## src/rtl/coor_scan_gen.sv

```systemverilog
// Raster-scan coordinate generator: it registers each accepted pixel with its
// (x, y) position and a one-cycle write strobe for the downstream address stage.
module coor_scan_gen #(
  parameter int unsigned COLS   = 79,
  parameter int unsigned ROWS   = 16,
  parameter int unsigned DATA_W = 8
) (
  input  logic              clk,
  input  logic              rst,
  input  logic              start,
  input  logic              abort,
  input  logic              pix_valid,
  input  logic [DATA_W-1:0] pix_data,
  output logic              pix_ready,
  output logic [6:0]        x,
  output logic [3:0]        y,
  output logic              wr_en,
  output logic [DATA_W-1:0] wr_data,
  output logic              busy,
  output logic              frame_done
);

  localparam int unsigned CW = (COLS > 1) ? $clog2(COLS) : 1;
  localparam int unsigned RW = (ROWS > 1) ? $clog2(ROWS) : 1;

  typedef enum logic [1:0] {
    IDLE = 2'd0,
    RUN  = 2'd1,
    DONE = 2'd2
  } state_t;

  state_t        state;
  logic [CW-1:0] col;
  logic [RW-1:0] row;
  logic          accept;
  logic          last_col;
  logic          last_row;

  assign pix_ready = (state == RUN);
  assign accept    = pix_valid & pix_ready;
  assign last_col  = (col == CW'(COLS - 1));
  assign last_row  = (row == RW'(ROWS - 1));

  // Scan FSM; abort outranks both the accept and last-pixel detection.
  always_ff @(posedge clk or posedge rst) begin
    if (rst) begin
      state      <= IDLE;
      col        <= '0;
      row        <= '0;
      x          <= '0;
      y          <= '0;
      wr_en      <= 1'b0;
      wr_data    <= '0;
      busy       <= 1'b0;
      frame_done <= 1'b0;
    end else begin
      wr_en      <= 1'b0;
      frame_done <= 1'b0;
      case (state)
        IDLE: begin
          if (start && !abort) begin
            state <= RUN;
            busy  <= 1'b1;
            col   <= '0;
            row   <= '0;
          end
        end
        RUN: begin
          if (abort) begin
            state <= IDLE;
            busy  <= 1'b0;
          end else if (accept) begin
            x       <= 7'(col);
            y       <= 4'(row);
            wr_data <= pix_data;
            wr_en   <= 1'b1;
            if (last_col) begin
              col <= '0;
              if (last_row) begin
                row   <= '0;
                state <= DONE;
              end else begin
                row <= row + RW'(1);
              end
            end else begin
              col <= col + CW'(1);
            end
          end
        end
        DONE: begin
          state      <= IDLE;
          busy       <= 1'b0;
          frame_done <= !abort;
        end
        default: begin
          state <= IDLE;
          busy  <= 1'b0;
        end
      endcase
    end
  end

endmodule

```

## config.mk

```make
export PLATFORM = sky130hd
export DESIGN_NAME = coor_scan_gen
export DESIGN_NICKNAME = d
export VERILOG_FILES = /design/src/rtl/coor_scan_gen.sv
export SDC_FILE = /design/constraint.sdc
export NUM_CORES = 1
export LEC_CHECK = 0
export CELL_PAD_IN_SITES_DETAIL_PLACEMENT = 1
export CELL_PAD_IN_SITES_GLOBAL_PLACEMENT = 2
export CORE_ASPECT_RATIO = 1.2
export CORE_MARGIN = 2
export CORE_UTILIZATION = 29
export DETAILED_ROUTE_END_ITERATION = 16
export PLACE_DENSITY_LB_ADDON = 0.1
export SLEW_MARGIN = 15
export SYNTH_ARGS = -nofsm -noshare
export SYNTH_HDL_FRONTEND = slang
export SYNTH_SLANG_ARGS = --single-unit
```

## constraint.sdc

```tcl
create_clock -name clk -period 1.5 [get_ports clk]
set_input_delay 0.15 -clock clk [delete_from_list [all_inputs] [get_ports clk]]
set_output_delay 0.15 -clock clk [all_outputs]
set_load 0.1 [all_outputs]
```

* Yosys cells after proc, flatten, opt, wreduce, memory -nomap -nowiden *
Index checks and enable logic that the tools add are counted.

operators by class
  add/sub/neg operators = 2
  eq/ne operators = 12
  mux-type cells = 24
  bitwise logic cells = 2
  reduce and logical (&&, ||, !) cells = 9

operators by type and width
  cell                                                                     number
  7-bit 2-to-1 mux                                                         4
  4-bit 2-to-1 mux                                                         5
  7-bit case mux with 2 select lines                                       1
  2-bit 2-to-1 mux                                                         5
  3-bit by 2-bit inequality test with 1-bit output, second input constant  3
  4-bit case mux with 2 select lines                                       1
  4-bit AND reduction                                                      2
  7-bit by 1-bit adder with 7-bit output, second input constant            1
  7-bit == test, second input constant                                     1
  1-bit 2-to-1 mux                                                         6
  2-bit inequality test, second input constant                             3
  5-bit AND reduction                                                      1
  4-bit by 1-bit adder with 4-bit output, second input constant            1
  4-bit == test, second input constant                                     1
  2-bit by 1-bit inequality test with 1-bit output, second input constant  2
  2-bit case mux with 2 select lines                                       1
  3-bit AND reduction                                                      1
  2-bit by 1-bit == test with 1-bit output, second input constant          1
  2-bit == test, second input constant                                     1
  2-bit logical NOT                                                        1
  1-bit case mux with 2 select lines                                       1
  2-bit AND reduction                                                      1
  2-bit nonzero test                                                       1
  1-bit AND                                                                1
  other kinds (3)                                                          3

storage, ports and cells
  bits in registers = 35
  input bits = 13
  output and inout bits = 23

* Depth between registers and ports, before layout *
Gate-level depths: netlist (run 1).

  depth in word-level cells = 6
  mapped depth = 7
  gate-level depth less buffers = 6

* Worst setup path after synthesis (run 1) *
Ideal clock, no wire load.

  path type = reg-to-reg
  from = register state[1]
  to = register wr_data[0]
  arrival time = 2.102 ns
  data required time = 1.375 ns
  path slack = -0.727 ns
  stages on the path, launching flop included = 7
  period minus slack after synthesis = 2.227 ns
  cell sequence = dfrtp_1 > nand2b_2 > inv_1 > and3_1 > buf_4 > buf_4 > mux2_2

between the ends
  cells in the longest elaborated chain, start to end = 3

RTL lines
  what                                        line  source
  start: declaration                          32    state_t state;
  start signal: assignment                    47    state <= IDLE;
  start signal: assignment                    62    state <= RUN;
  start signal: assignment                    70    state <= IDLE;
  2-bit by 1-bit == test with 1-bit output *  39    assign pix_ready = (state == RUN);
  named net pix_ready                         14    output logic pix_ready,
  1-bit AND                                   40    assign accept = pix_valid & pix_ready;
  3-bit AND reduction (no source line) *      n/a
  end signal: assignment                      75    wr_data <= pix_data;
  end: declaration                            18    output logic [DATA_W-1:0] wr_data,

Mark *: on every way through the listed nets, which the timed path passes. The rest lies on a longest branch.
A chain may end at the register's enable or synchronous reset.

* Worst setup path after layout (run 1) *
  from = register col[0]
  to = register row[0]

between the ends
  cells in the longest elaborated chain, start to end = 3

RTL lines
  what                                                               line  source
  start: declaration                                                 33    logic [CW-1:0] col;
  start signal: assignment                                           86    col <= col + CW'(1);
  7-bit == test                                                      41    assign last_col = (col == CW'(COLS - 1));
  2-bit by 1-bit inequality test with 1-bit output (no source line)  n/a
  5-bit AND reduction (no source line)                               n/a
  end signal: assignment                                             83    row <= row + RW'(1);
  end: declaration                                                   34    logic [RW-1:0] row;

Every way passes these cells.

==> impl_results.md, run 1 <==
- # DRC: 0
- Worst path top cell family by delay: simple AND/OR/NAND/NOR gates
- Maximum vdd drop: 0.444 mV
- TritonRoute pass-1 iters: 3
- CP arrival: roughly 1.8 ns
- Synth cell count leaders: 35 x dfrtp_1, 19 x mux2_2, 8 x a31oi_1, 8 x o21ai_0
- Class of the worst hold path: in2async
- Synth top area cells: dfrtp_1 57%, mux2_2 14%, a31oi_1 3.2%
- Worst path slowest cell: dfrtp_1
- Final min period: 1.55 ns
- CP Buf/Inv Count: 2
- Met1 usage: 16.9%
- Predominant post-synthesis flop cell: dfrtp_1
- Routed wire per std cell: 15.0 um
- Die W: 70.6 um
- Final setup fails: 4
- Pre-CTS WS: -0.207 ns
- Gr ovfl total: 0
- Tot GR Track Use: between 10 and 15%
- Antenna Violating Nets Remaining: 0
- Crit-path max cell delay: roughly 0.37 ns
- Cells after Synth: 123
- Share of the yosys chip area belonging to registers: 56.7%
- Vias in the first global route: 1,296
- Pin count of the biggest net entering global routing: 36
- # clock sinks: 35
- Die H: between 80 and 90 um
- Slew headroom: 83.0%
- Most frequent cell after synthesis: dfrtp_1
- Busiest grt layer: met2
- Area grow syn2layout: 64.5%
- Final Hold Viols: 0
- Detailed placement HPWL: 2760 um
- Post-CTS setup buffers: 0
- Setup crit end kind: flip-flop
- Number of H-tree levels: 2
- Clk slew on worst S/H paths: 0.07 ns
- Gp weighted congestion: 0.741
- Grt met2 use: between 20 and 25%
- Final WS setup: -0.0518 ns
- Synth cell types: 28
- Ys Warns: 0
- RSZ-0062 raised after global routing: true
- I/O Buffers: 35
- Core area: 5230 um2
- Total placed cells including tap cells: 239
- Final setup TNS: -0.186 ns
- Least-Margin Pin Slew: 0.255 ns
- Root buffer cell: clkbuf_8
- Via count: 1,190
- Outcome: finished, violations left
- I/O pins: 36
- Count of flip-flops with a built-in enable after synthesis: 0
- Asr flop ratio synth: 100%
- CTS Hold Buffers Added: 0
- # diodes: 0
- Syn nets: 139
- Row cnt: 29
- Power density over the cells: approximately 1200 nW/um2
- Crit path launch type: flip-flop
- Die area: a little under 6000 um2
- Final Max Slew Viols: 0
- Initial antenna violation count: 0
- Vias/cell: 4.84
- Synth top area share: a little under three fifths
- Final Total Pwr: roughly 3.2 mW
- Initial drt markers: 22
- Final Skew: about 0.0048 ns
- WP data required: 1.71 ns
- Fin cells: 246
- Critical-path cell list: inv_1 -> ha_1 -> and4bb_1 -> nand3_2 -> or3_4 -> buf_4 -> o21ai_1
- Share of cells above drive strength 1: 48.4%
- Synth area leader: dfrtp_1
- First-pass GRT wire length: 6330 um
- Fin crit share: 103%
- Crit path kind: reg2reg
- Final wirelength: ~3700 um
- Failing checks: setup timing
- CTS max path bufs: 2
- Maximum fanout along the worst path: 3
- Seq cells post-synth: 35
- Seq. cell area: slightly below 900 um2
- Worst skew pair latency: 0.28 ns
- CTS tree: done
- Fin nets: 200
- Footprint of the multi-input gates: just under 700 um2
- Leakage: 1.14 nW
- Final core occ: about 49%
- Fillcell total: 558
- Max Cap Violations: 0
- TritonCTS Buffers: 5
- GR Util met3: 3.74%
- Post-Syn Area per Cell: 12.6 um2
- Max Freq: 644 MHz
- Synthesized cell area: 1550 um2
- Initial Util: 29.6%
==> through the flow <==
stage          area, um2  hold slack (ns)
2_1_floorplan       1590            0.220
3_3_place_gp        2420            0.529
3_5_place_dp        2420            0.523
4_1_cts             2530            0.217
5_1_grt             2540            0.230
6_report            2540            0.212
==> final timing paths <==
| kind | depth (start not counted) | slack (ns) | endpoint | from |
|---|---|---|---|---|
| worst min-delay path | 3 | 0.21 | wr_data[4] | rst |
| max in group asynchronous | 3 | 1.10 | state[0] | rst |
| worst max-delay path | 7 | -0.05 | row[0] | col[0] |
| worst max register to register | 7 | -0.05 | row[0] | col[0] |
| worst min register to register | 2 | 0.57 | col[0] | col[0] |
| min in group clk | 2 | 0.48 | wr_data[3] | pix_data[3] |
==> cells by family after synthesis <==
kind of cell             count (synthesis)  synth area share [%]
AND/OR/NAND/NOR                         30                  12.0
multiplexers                            20                  14.5
adder cells (fa/ha/maj)                  3                  2.43
flip-flops                              35                  56.7
AO/OA/AOI/OAI                           26                  11.3
buffers and inverters                    9                  3.16
==> layer usage <==
layer	share of wire, %	wire length [um]
met5	0	0
met4	1.8	66
met3	4.5	168
met2	50	1840
met1	44	1630
==> state kept, by name, summed over array words and instances (netlist names), 2 cells and up <==
signal	flops
col	7
row	4
wr_data	8
y	4
x	7
state	2
==> cells in the final DEF (no fill, tap or decap), types with 3 or more instances in the layout <==
master / count
inv_1: 4
clkdlybuf4s50_1: 12
ha_1: 3
clkbuf_8: 6
nand2_1: 4
nand3_1: 4
dfrtp_1: 34
o21ai_0: 4
buf_4: 19
a31oi_1: 7
mux2_2: 19
nand2b_1: 5
o21ai_1: 3
nor2_1: 3
buf_12: 26
==> worst reg2reg max path: stages, from the launching register on <==
cell	delay, ns
dfrtp_1	0.37
inv_1	0.05
ha_1	0.14
and4bb_1	0.23
nand3_2	0.08
or3_4	0.34
buf_4	0.15
o21ai_1	0.10
==> power breakdown <==
part	internal, mW	switching [mW]
combinational	0.508	0.803
sequential	1.05	0.123
clock	0.360	0.325
total	1.92	1.25
==> timing repair <==
item	4_1_cts	5_1_grt
endpoints found under the hold margin	0	0
resized for setup	3	4
setup endpoints to repair	10	12
pin swaps	7	2
==> final cells by class <==
type	instances	share of cell area (%)
tap	62	3.05
multi-input combinational	79	26.8
inverter	5	0.886
timing repair buffer	58	31.3
clock buffer	6	3.25
clock inverter	1	0.197
sequential	35	34.5
No activity file was read; power rests on OpenSTA's default activity.
==> inputs of run 2 (changes only) <==
--- a/config.mk
+++ b/config.mk
@@ -12,7 +12,7 @@
 export CORE_UTILIZATION = 29
 export DETAILED_ROUTE_END_ITERATION = 16
 export PLACE_DENSITY_LB_ADDON = 0.1
-export SLEW_MARGIN = 15
+export SLEW_MARGIN = 20
 export SYNTH_ARGS = -nofsm -noshare
 export SYNTH_HDL_FRONTEND = slang
 export SYNTH_SLANG_ARGS = --single-unit
==> results of run 2 <==
The final DEF is identical to that of run 1; final timing and power are the same.
